--- config.mk ---
export PLATFORM = sky130hd
export DESIGN_NAME = vdp_cpu_fifo
export DESIGN_NICKNAME = d
export VERILOG_FILES = /design/src/rtl/vdp_cpu_fifo.sv
export SDC_FILE = /design/constraint.sdc
export NUM_CORES = 1
export LEC_CHECK = 0
export CELL_PAD_IN_SITES_DETAIL_PLACEMENT = 1
export CELL_PAD_IN_SITES_GLOBAL_PLACEMENT = 1
export CORE_ASPECT_RATIO = 0.5
export CORE_MARGIN = 4
export CORE_UTILIZATION = 44
export DETAILED_ROUTE_END_ITERATION = 7
export PLACE_DENSITY_LB_ADDON = 0.12
export SYNTH_ARGS = -nofsm -noshare
export SYNTH_HDL_FRONTEND = slang
export SYNTH_SLANG_ARGS = --single-unit
--- constraint.sdc ---
create_clock -name clk -period 2.2 [get_ports clk]
set_input_delay 0.44 -clock clk [delete_from_list [all_inputs] [get_ports clk]]
set_output_delay 0.44 -clock clk [all_outputs]
set_load 0.005 [all_outputs]
--- src/rtl/vdp_cpu_fifo.sv ---
// CPU-side write buffer replaying CPU strobes as shaped VDP writes.
// Define VDP_CPU_FIFO_STALL_EN to drive cpu_rdy from the FIFO full flag.
module vdp_cpu_fifo #(
    parameter int DEPTH       = 8,
    parameter int HOLD_CYCLES = 2,
    parameter int GAP_CYCLES  = 8
) (
    input  logic       clk,
    input  logic       reset,
    input  logic       cpu_wr,
    input  logic       cpu_rd,
    input  logic [1:0] cpu_addr,
    input  logic [7:0] cpu_data_in,
    output logic [7:0] cpu_data_out,
    output logic       cpu_rdy,
    output logic [1:0] vdp_mode,
    output logic       vdp_write,
    output logic       vdp_read,
    output logic [7:0] vdp_data,
    input  logic       vdp_rdy
);

    localparam int AW   = $clog2(DEPTH);
    localparam int LW   = AW + 1;
    localparam int CMAX = (HOLD_CYCLES > GAP_CYCLES) ? HOLD_CYCLES : GAP_CYCLES;
    localparam int CW   = $clog2(CMAX + 1);

    localparam logic [LW-1:0] LVL_FULL  = LW'(DEPTH);
    localparam logic [CW-1:0] HOLD_LAST = CW'(HOLD_CYCLES - 1);
    localparam logic [CW-1:0] GAP_LAST  = CW'(GAP_CYCLES - 1);

    typedef enum logic [1:0] {
        S_IDLE,
        S_PRESENT,
        S_RELEASE,
        S_GAP
    } state_t;

    state_t          state;
    state_t          state_nxt;
    logic [CW-1:0]   cnt;
    logic [CW-1:0]   cnt_nxt;

    logic [9:0]      mem [DEPTH];
    logic [AW-1:0]   wr_ptr;
    logic [AW-1:0]   rd_ptr;
    logic [LW-1:0]   level;
    logic [LW-1:0]   level_nxt;
    logic            overflow;
    logic            avail_q;

    logic            full;
    logic            empty;
    logic            is_ctl;
    logic            push_req;
    logic            flush;
    logic            push;
    logic            drop;
    logic            pop;
    logic            stat_rd;
    logic [9:0]      head;
    logic [4:0]      level5;
    logic [7:0]      status;

    assign full     = (level == LVL_FULL);
    assign empty    = (level == '0);
    assign is_ctl   = (cpu_addr == 2'd3);
    assign push_req = cpu_wr & ~is_ctl;
    assign flush    = cpu_wr & is_ctl & cpu_data_in[0];
    assign push     = push_req & ~full;
    assign drop     = push_req & full;
    assign stat_rd  = cpu_rd & is_ctl;
    assign head     = mem[rd_ptr];
    assign level5   = 5'(level);
    assign status   = {full, empty, overflow, level5};
    assign vdp_read = 1'b0;

    // A freshly written entry settles for one cycle before the drain sees it
    assign pop = (state == S_IDLE) & avail_q & ~empty;

    always_comb begin
        level_nxt = level;
        if (flush) begin
            level_nxt = '0;
        end else if (push && !pop) begin
            level_nxt = level + LW'(1);
        end else if (pop && !push) begin
            level_nxt = level - LW'(1);
        end
    end

    always_ff @(posedge clk) begin
        if (push) begin
            mem[wr_ptr] <= {cpu_addr, cpu_data_in};
        end
    end

    always_ff @(posedge clk or posedge reset) begin
        if (reset) begin
            wr_ptr   <= '0;
            rd_ptr   <= '0;
            level    <= '0;
            overflow <= 1'b0;
            avail_q  <= 1'b0;
        end else begin
            level    <= level_nxt;
            avail_q  <= ~empty;
            overflow <= (overflow & ~stat_rd) | drop;
            if (push) begin
                wr_ptr <= wr_ptr + AW'(1);
            end
            if (flush) begin
                rd_ptr <= wr_ptr;
            end else if (pop) begin
                rd_ptr <= rd_ptr + AW'(1);
            end
        end
    end

    always_ff @(posedge clk or posedge reset) begin
        if (reset) begin
            cpu_data_out <= '0;
        end else if (stat_rd) begin
            cpu_data_out <= status;
        end else if (cpu_rd) begin
            cpu_data_out <= '0;
        end
    end

`ifdef VDP_CPU_FIFO_STALL_EN
    always_ff @(posedge clk or posedge reset) begin
        if (reset) begin
            cpu_rdy <= 1'b1;
        end else begin
            cpu_rdy <= (level_nxt != LVL_FULL);
        end
    end
`else
    assign cpu_rdy = 1'b1;
`endif

    always_comb begin
        state_nxt = state;
        cnt_nxt   = cnt;
        unique case (state)
            S_IDLE: begin
                cnt_nxt = '0;
                if (pop) begin
                    state_nxt = S_PRESENT;
                end
            end
            S_PRESENT: begin
                if (cnt >= HOLD_LAST && vdp_rdy) begin
                    state_nxt = S_RELEASE;
                    cnt_nxt   = '0;
                end else if (cnt < HOLD_LAST) begin
                    cnt_nxt = cnt + CW'(1);
                end
            end
            S_RELEASE: begin
                cnt_nxt   = '0;
                state_nxt = (vdp_mode == 2'd2) ? S_GAP : S_IDLE;
            end
            S_GAP: begin
                if (cnt == GAP_LAST) begin
                    state_nxt = S_IDLE;
                    cnt_nxt   = '0;
                end else begin
                    cnt_nxt = cnt + CW'(1);
                end
            end
            default: begin
                state_nxt = S_IDLE;
                cnt_nxt   = '0;
            end
        endcase
    end

    // Outputs are registered off the next state so they switch with it
    always_ff @(posedge clk or posedge reset) begin
        if (reset) begin
            state     <= S_IDLE;
            cnt       <= '0;
            vdp_write <= 1'b0;
            vdp_mode  <= '0;
            vdp_data  <= '0;
        end else begin
            state     <= state_nxt;
            cnt       <= cnt_nxt;
            vdp_write <= (state_nxt == S_PRESENT);
            if (pop) begin
                vdp_mode <= head[9:8];
                vdp_data <= head[7:0];
            end
        end
    end

endmodule
==> results of run 1 <==
==> stage by stage <==
stage | power (mW) | std cells | TNS [ns]
floorplan | 4.796 | 313 | -0.4333
global placement | 5.702 | 506 | -8.822
detailed placement | 5.881 | 506 | -13.37
CTS | 8.529 | 538 | 0
global route | 9.020 | 539 | 0
finish | 8.497 | 539 | 0
==> worst max-delay path: stages, from the launching register on <==
cell      delay, ns
dfrtp_1        0.37
or4b_4         0.59
o211ai_4       0.15
buf_6          0.15
inv_1          0.05
fa_1           0.37
xor2_1         0.16
o31ai_2        0.18
==> cells in the final DEF (no fill, tap or decap), drive strengths merged, types with 7 or more instances in the layout <==
master | Yosys | layout
ha | 7 | 7
nor2 | 19 | 19
nand2 | 25 | 25
mux2i | 14 | 14
a21oi | 13 | 13
inv | 15 | 20
buf | 9 | 36
o22ai | 9 | 9
clkbuf | 5 | 17
o21ai | 7 | 7
nand3 | 7 | 7
mux4 | 20 | 20
edfxtp | 80 | 80
dfrtp | 36 | 36
clkdlybuf4s50 | 0 | 32
==> area by class of cell <==
cell class	count	area [um2]
fill	990	4315
sequential	116	3303
multi-input combinational	168	1464
timing repair buffer	68	606.8
clock buffer	17	425.4
tap	140	175.2
clock inverter	15	128.9
inverter	15	56.30
==> what timing repair did <==
action                                 CTS  global route
buffers inserted                         0             1
resized for setup                        2             5
cloned                                   0             0
endpoints found under the hold margin    0             0
pin swaps                                0             2
setup endpoints to repair                2             3
hold buffers                             0             0
==> sequential cells by signal, indices dropped and copies added (netlist names) <==
name          count
wr_ptr            3
avail_q           1
vdp_data          8
vdp_mode          2
cnt               4
level             4
cpu_data_out      7
mem              80
overflow          1
rd_ptr            3
state             2
vdp_write         1
==> worst max path at each step <==
stage	from	end	slack, ns	depth (start not counted)
after floorplan	cpu_wr	mem[1][0]	-0.01	3
after global placement	cpu_wr	level[3]	-0.19	9
after detailed placement	cpu_wr	level[3]	-0.30	9
after CTS	state[1]	level[3]	0.02	7
after global routing	level[2]	level[2]	0.009	7
final	level[2]	level[2]	0.1	7
==> metal layers <==
layer,GRT usage,up-vias
met5,0,-
met4,0.06494,0
met3,0.05102,7
met2,0.3256,74
met1,0.2511,1489
li1,-,1335
==> where the power goes <==
| group | internal [mW] | switching (mW) | leakage, nW | total [mW] |
|---|---|---|---|---|
| registers | 2.78 | 0.304 | 1.16 | 3.09 |
| clock network | 1.56 | 1.03 | 0.268 | 2.58 |
| logic | 1.40 | 1.42 | 0.853 | 2.83 |
| total | 5.74 | 2.76 | 2.28 | 8.50 |
==> cell families (layout without fill, tap and decap cells) <==
| kind of cell | after synthesis | in the layout | share of synthesized area |
|---|---|---|---|
| buffers and inverters | 29 | 115 | 0.02608 |
| AND/OR/NAND/NOR | 75 | 75 | 0.08004 |
| XOR/XNOR | 6 | 6 | 0.01084 |
| AO/OA/AOI/OAI | 42 | 42 | 0.05577 |
| flip-flops | 116 | 116 | 0.6816 |
| multiplexers | 34 | 34 | 0.1219 |
| other | 2 | 3 | 0.001550 |
| adder cells (fa/ha/maj) | 8 | 8 | 0.02220 |
==> results.md, run 1 <==
* Status: complete, no violations
* DR pass1 iterations at 4
* Clock-pin slew on the worst setup and hold paths at 0.06 ns
* Reg2reg path depth at 7
* Leakage at 2.284 nW
* Share of cells above drive strength 1 at 0.2556
* Total core area at 10,480 um2
* Fin. Hold Viols at 0
* Final RePlAce weighted congestion at 0.8429
* Worst EP arrival at 2.42 ns
* Synthesis warning total at 0
* Number of core rows at 26
* Reg2reg start: level[2]
* RSZ-0062 raised after global routing: no
* Power per standard cell area at 1379 nW/um2
* Top sig layer: met4
* Final period utilization at 0.9549
* # diodes at 0
* Internal reg-to-reg setup slack at 0.1 ns
* Cell taking the most area after synthesis: edfxtp_1
* Remaining global-route overflow at 0
* Synth top area share at 0.4957
* Setup Crit Path Kind: flip-flop to flip-flop
* Met2 Wirelength at 5527 um
* Layout area overhead at 27.11%
* Overall Global Routing Usage at 0.1941
* Post-Layout Inst Area at 6160 um2
* MaxCap Viol Count at 0
* Number of synthesized register bits at 116
* Asr flop ratio synth at 0.3103
* Num CTS Buffers at 17
* Antenna violations before repair at 0
* Largest net degree at the start of global routing at 37
* Total number of vias at 2,905
* Synth top cells by count: edfxtp_1, dfrtp_1, nand2_1, mux4_2, nor2_1
* Die Y at 82.21 um
* CTS Buffer Depth at 2
* WHS at 0.4668 ns
* Most common cell in the netlist: edfxtp_1
* Iter 0 DRT Violations at 164
* Synth top area cells: edfxtp_1, dfrtp_1, mux4_2, mux2i_1, nand2_1
* Clock sinks at 116
* PortBufs at 32
* H-tree depth at 4
* Met1 Routed Length at 5076 um
* Total Wirelength at 11,190 um
* Drt wl/cell at 20.75 um
* Total die area at 12,860 um2
* Post-synth EDFFs at 80
* Sequential area share after synthesis at 0.6816
* Starting Density at 0.4626
* Final max-slew violation count at 0
* Setup slack after layout at 0.09926 ns
* NumNets Final at 409
* Antenna Nets Post-Route at 0
* Syn avg cell area at 15.53 um2
* Netlist Area Pre-Place at 4846 um2
* Worst min path class: input port to asynchronous set/reset pin
* CTS tree: yes
* Util after Layout at 0.5880
* Drt drc at 0
* Endpoints failing setup at 0
* I/O pin cnt at 36
* CP max FO at 4
* Worst-Margin Slew at 0.7203 ns
* Fmax at 0.4760 GHz
* Critical Path RT at 2.52 ns
* Worst VDD drop at 0.6509 mV
* Placed Area at 5557 um2
* Root Driver: clkbuf_16
* WL met3 at 498 um
* Worst reg2reg path endpoint: level[2]
* First-pass GRT wire length at 18,020 um
* Post-DP HPWL at 7320 um
* Post-synth top flop: edfxtp_1
* Distinct cells, synth at 48
* Clk_skew at 0.01446 ns
* Later-pin clock latency in the skew report at 0.41 ns
* Post-Syn Instances at 312
* Setup crit start kind: flip-flop
* Period minus WS final at 2.101 ns
* Vias in the first global route at 3,195
* Relative slew slack at 0.5198
* Via/cell ratio at 5.390
* CP Capture Type: flip-flop
* Place WS at -0.3023 ns
* Die Wd at 156.4 um
Power figures use the tool's default switching activity.
==> inputs of run 2 (changes only) <==
Settings changed: CAP_MARGIN set to 20.
==> results of run 2 <==
Final layout, timing and power as in run 1 (identical DEF).
==> inputs of run 3 (changes only) <==
Settings changed: SETUP_SLACK_MARGIN set to 0.2.
==> results.md, run 3 (synthesis results as in run 1) <==
* CP delay by family, top: compound AO/OA/AOI/OAI gates
* Max FFs per register at 80
* CTS Hold Bufs at 0
* Worst VDD drop at 0.6542 mV
* Reg2reg path depth at 7
* Root Driver: clkbuf_16
* Placed Area at 5550 um2
* Vias in the first global route at 3,255
* Final RePlAce weighted congestion at 0.8575
* Crit path cell chain: or3b_4 > o211ai_4 > ha_4 > a21oi_2 > nand2_2 > mux2i_1 > a31oi_1
* H-tree depth at 4
* Iter 0 DRT Violations at 165
* Critical-path top delay cell: or3b_4
* Power per standard cell area at 1424 nW/um2
* Critical Path RT at 2.52 ns
* Place WS at -0.2790 ns
* Final period utilization at 0.9635
* Drt wl/cell at 22.21 um
* PortBufs at 32
* Fmax at 0.4718 GHz
* Final max-slew violation count at 0
* Biggest regs: mem x80, vdp_data x8, cpu_data_out x7
* Overall Global Routing Usage at 0.2039
* Later-pin clock latency in the skew report at 0.42 ns
* RSZ-0062 raised after global routing: yes
* Die Y at 82.21 um
* Status: complete, no violations
* MaxCap Viol Count at 0
* NumNets Final at 414
* Most frequent cells in the layout: edfxtp_1, buf_4, dfrtp_1, clkdlybuf4s50_1, nand2_1
* Post-DP HPWL at 7415 um
* Total Wirelength at 12,080 um
* CP max stage delay at 0.45 ns
* Share of cells above drive strength 1 at 0.3045
* Clk_skew at 0.006981 ns
* Setup slack after layout at 0.08038 ns
* Fin. Hold Viols at 0
* CTS tree: yes
* WHS at 0.4911 ns
* Clock-pin slew on the worst setup and hold paths at 0.06 ns
* Post-Layout Inst Area at 6339 um2
* Antenna violations before repair at 0
* Worst-Margin Slew at 0.7872 ns
* Power, Total at 9.027 mW
* Internal reg-to-reg setup slack at 0.08 ns
* Total number of vias at 2,978
* DR pass1 iterations at 4
* Placed Cells at 504
* Reg2reg start: state[0]
* CP max FO at 3
* CP Buf/Inv Count at 0
* First-pass GRT wire length at 18,640 um
* Num CTS Buffers at 17
* Period minus WS final at 2.120 ns
* Worst reg2reg path endpoint: level[3]
* Worst min path class: input port to asynchronous set/reset pin
* I/O pin cnt at 36
* Setup crit start kind: flip-flop
* CP Capture Type: flip-flop
* Via/cell ratio at 5.474
* Reg with most FFs: mem
* Die Wd at 156.4 um
* CTS Buffer Depth at 2
* Clock sinks at 116
* Starting Density at 0.4626
* Worst EP arrival at 2.44 ns
* Total die area at 12,860 um2
* Setup TNS at 0 ns
* Setup Crit Path Kind: flip-flop to flip-flop
* Endpoints failing setup at 0
* Drt drc at 0
* Antenna Nets Post-Route at 0
* Fin cells at 544
* Number of core rows at 26
* Remaining global-route overflow at 0
* Util after Layout at 0.6051
* Layout area overhead at 30.80%
* Most common cell after layout, fill and taps aside: edfxtp_1
* Total core area at 10,480 um2
* Filler cells at 964
* # diodes at 0
* Leakage at 2.340 nW
* Largest net degree at the start of global routing at 37
* Relative slew slack at 0.4752
==> run 3: changes by cell type in the layout (fill, tap and decap cells not counted), sizes merged <==
| cell | before | now |
|---|---|---|
| clkinvlp | 3 | 4 |
| inv | 20 | 18 |
| buf | 36 | 41 |
| bufinv | 1 | 3 |
| clkinv | 6 | 5 |
==> run 3: tightest hold or removal path: cells and delay by family <==
family	cells	cell delay, ns
buffers and inverters	3	0.92
==> run 3: per-layer routing <==
layer	up-vias	GRT usage	routed length, um
li1	1343	-	-
met1	1559	0.2571	5442
met3	18	0.05049	396
met5	-	0	0
met4	0	0.09697	206
met2	58	0.3389	6039
==> run 3: worst max-delay path by stage <==
stage	end	startpoint	depth (start not counted)	slack, ns
2_1_floorplan	mem[1][0]	cpu_wr	3	-0.01
3_3_place_gp	level[3]	cpu_wr	9	-0.17
3_5_place_dp	level[3]	cpu_wr	9	-0.28
4_1_cts	level[2]	level[1]	7	0.11
5_1_grt	level[3]	level[1]	8	-0.01
6_report	level[3]	state[0]	7	0.08
==> run 3: final cells by class <==
type	instances	area [um2]	share of cell area
clock buffer	17	425.4	0.06711
multi-input combinational	168	1554	0.2452
clock inverter	15	178.9	0.02823
inverter	15	56.30	0.008883
tap	140	175.2	0.02764
sequential	116	3303	0.5211
timing repair buffer	73	645.6	0.1019
==> run 3: timing repair <==
action | 4_1_cts | 5_1_grt
resized for setup | 7 | 22
endpoints found under the setup margin | 15 | 85
gates cloned | 0 | 1
pin swaps | 7 | 9
setup buffers | 3 | 4
==> run 3: power breakdown <==
part | switching (mW) | leakage (nW) | internal [mW]
clock network | 1.03 | 0.286 | 1.78
registers | 0.332 | 1.16 | 2.78
logic | 1.58 | 0.891 | 1.52
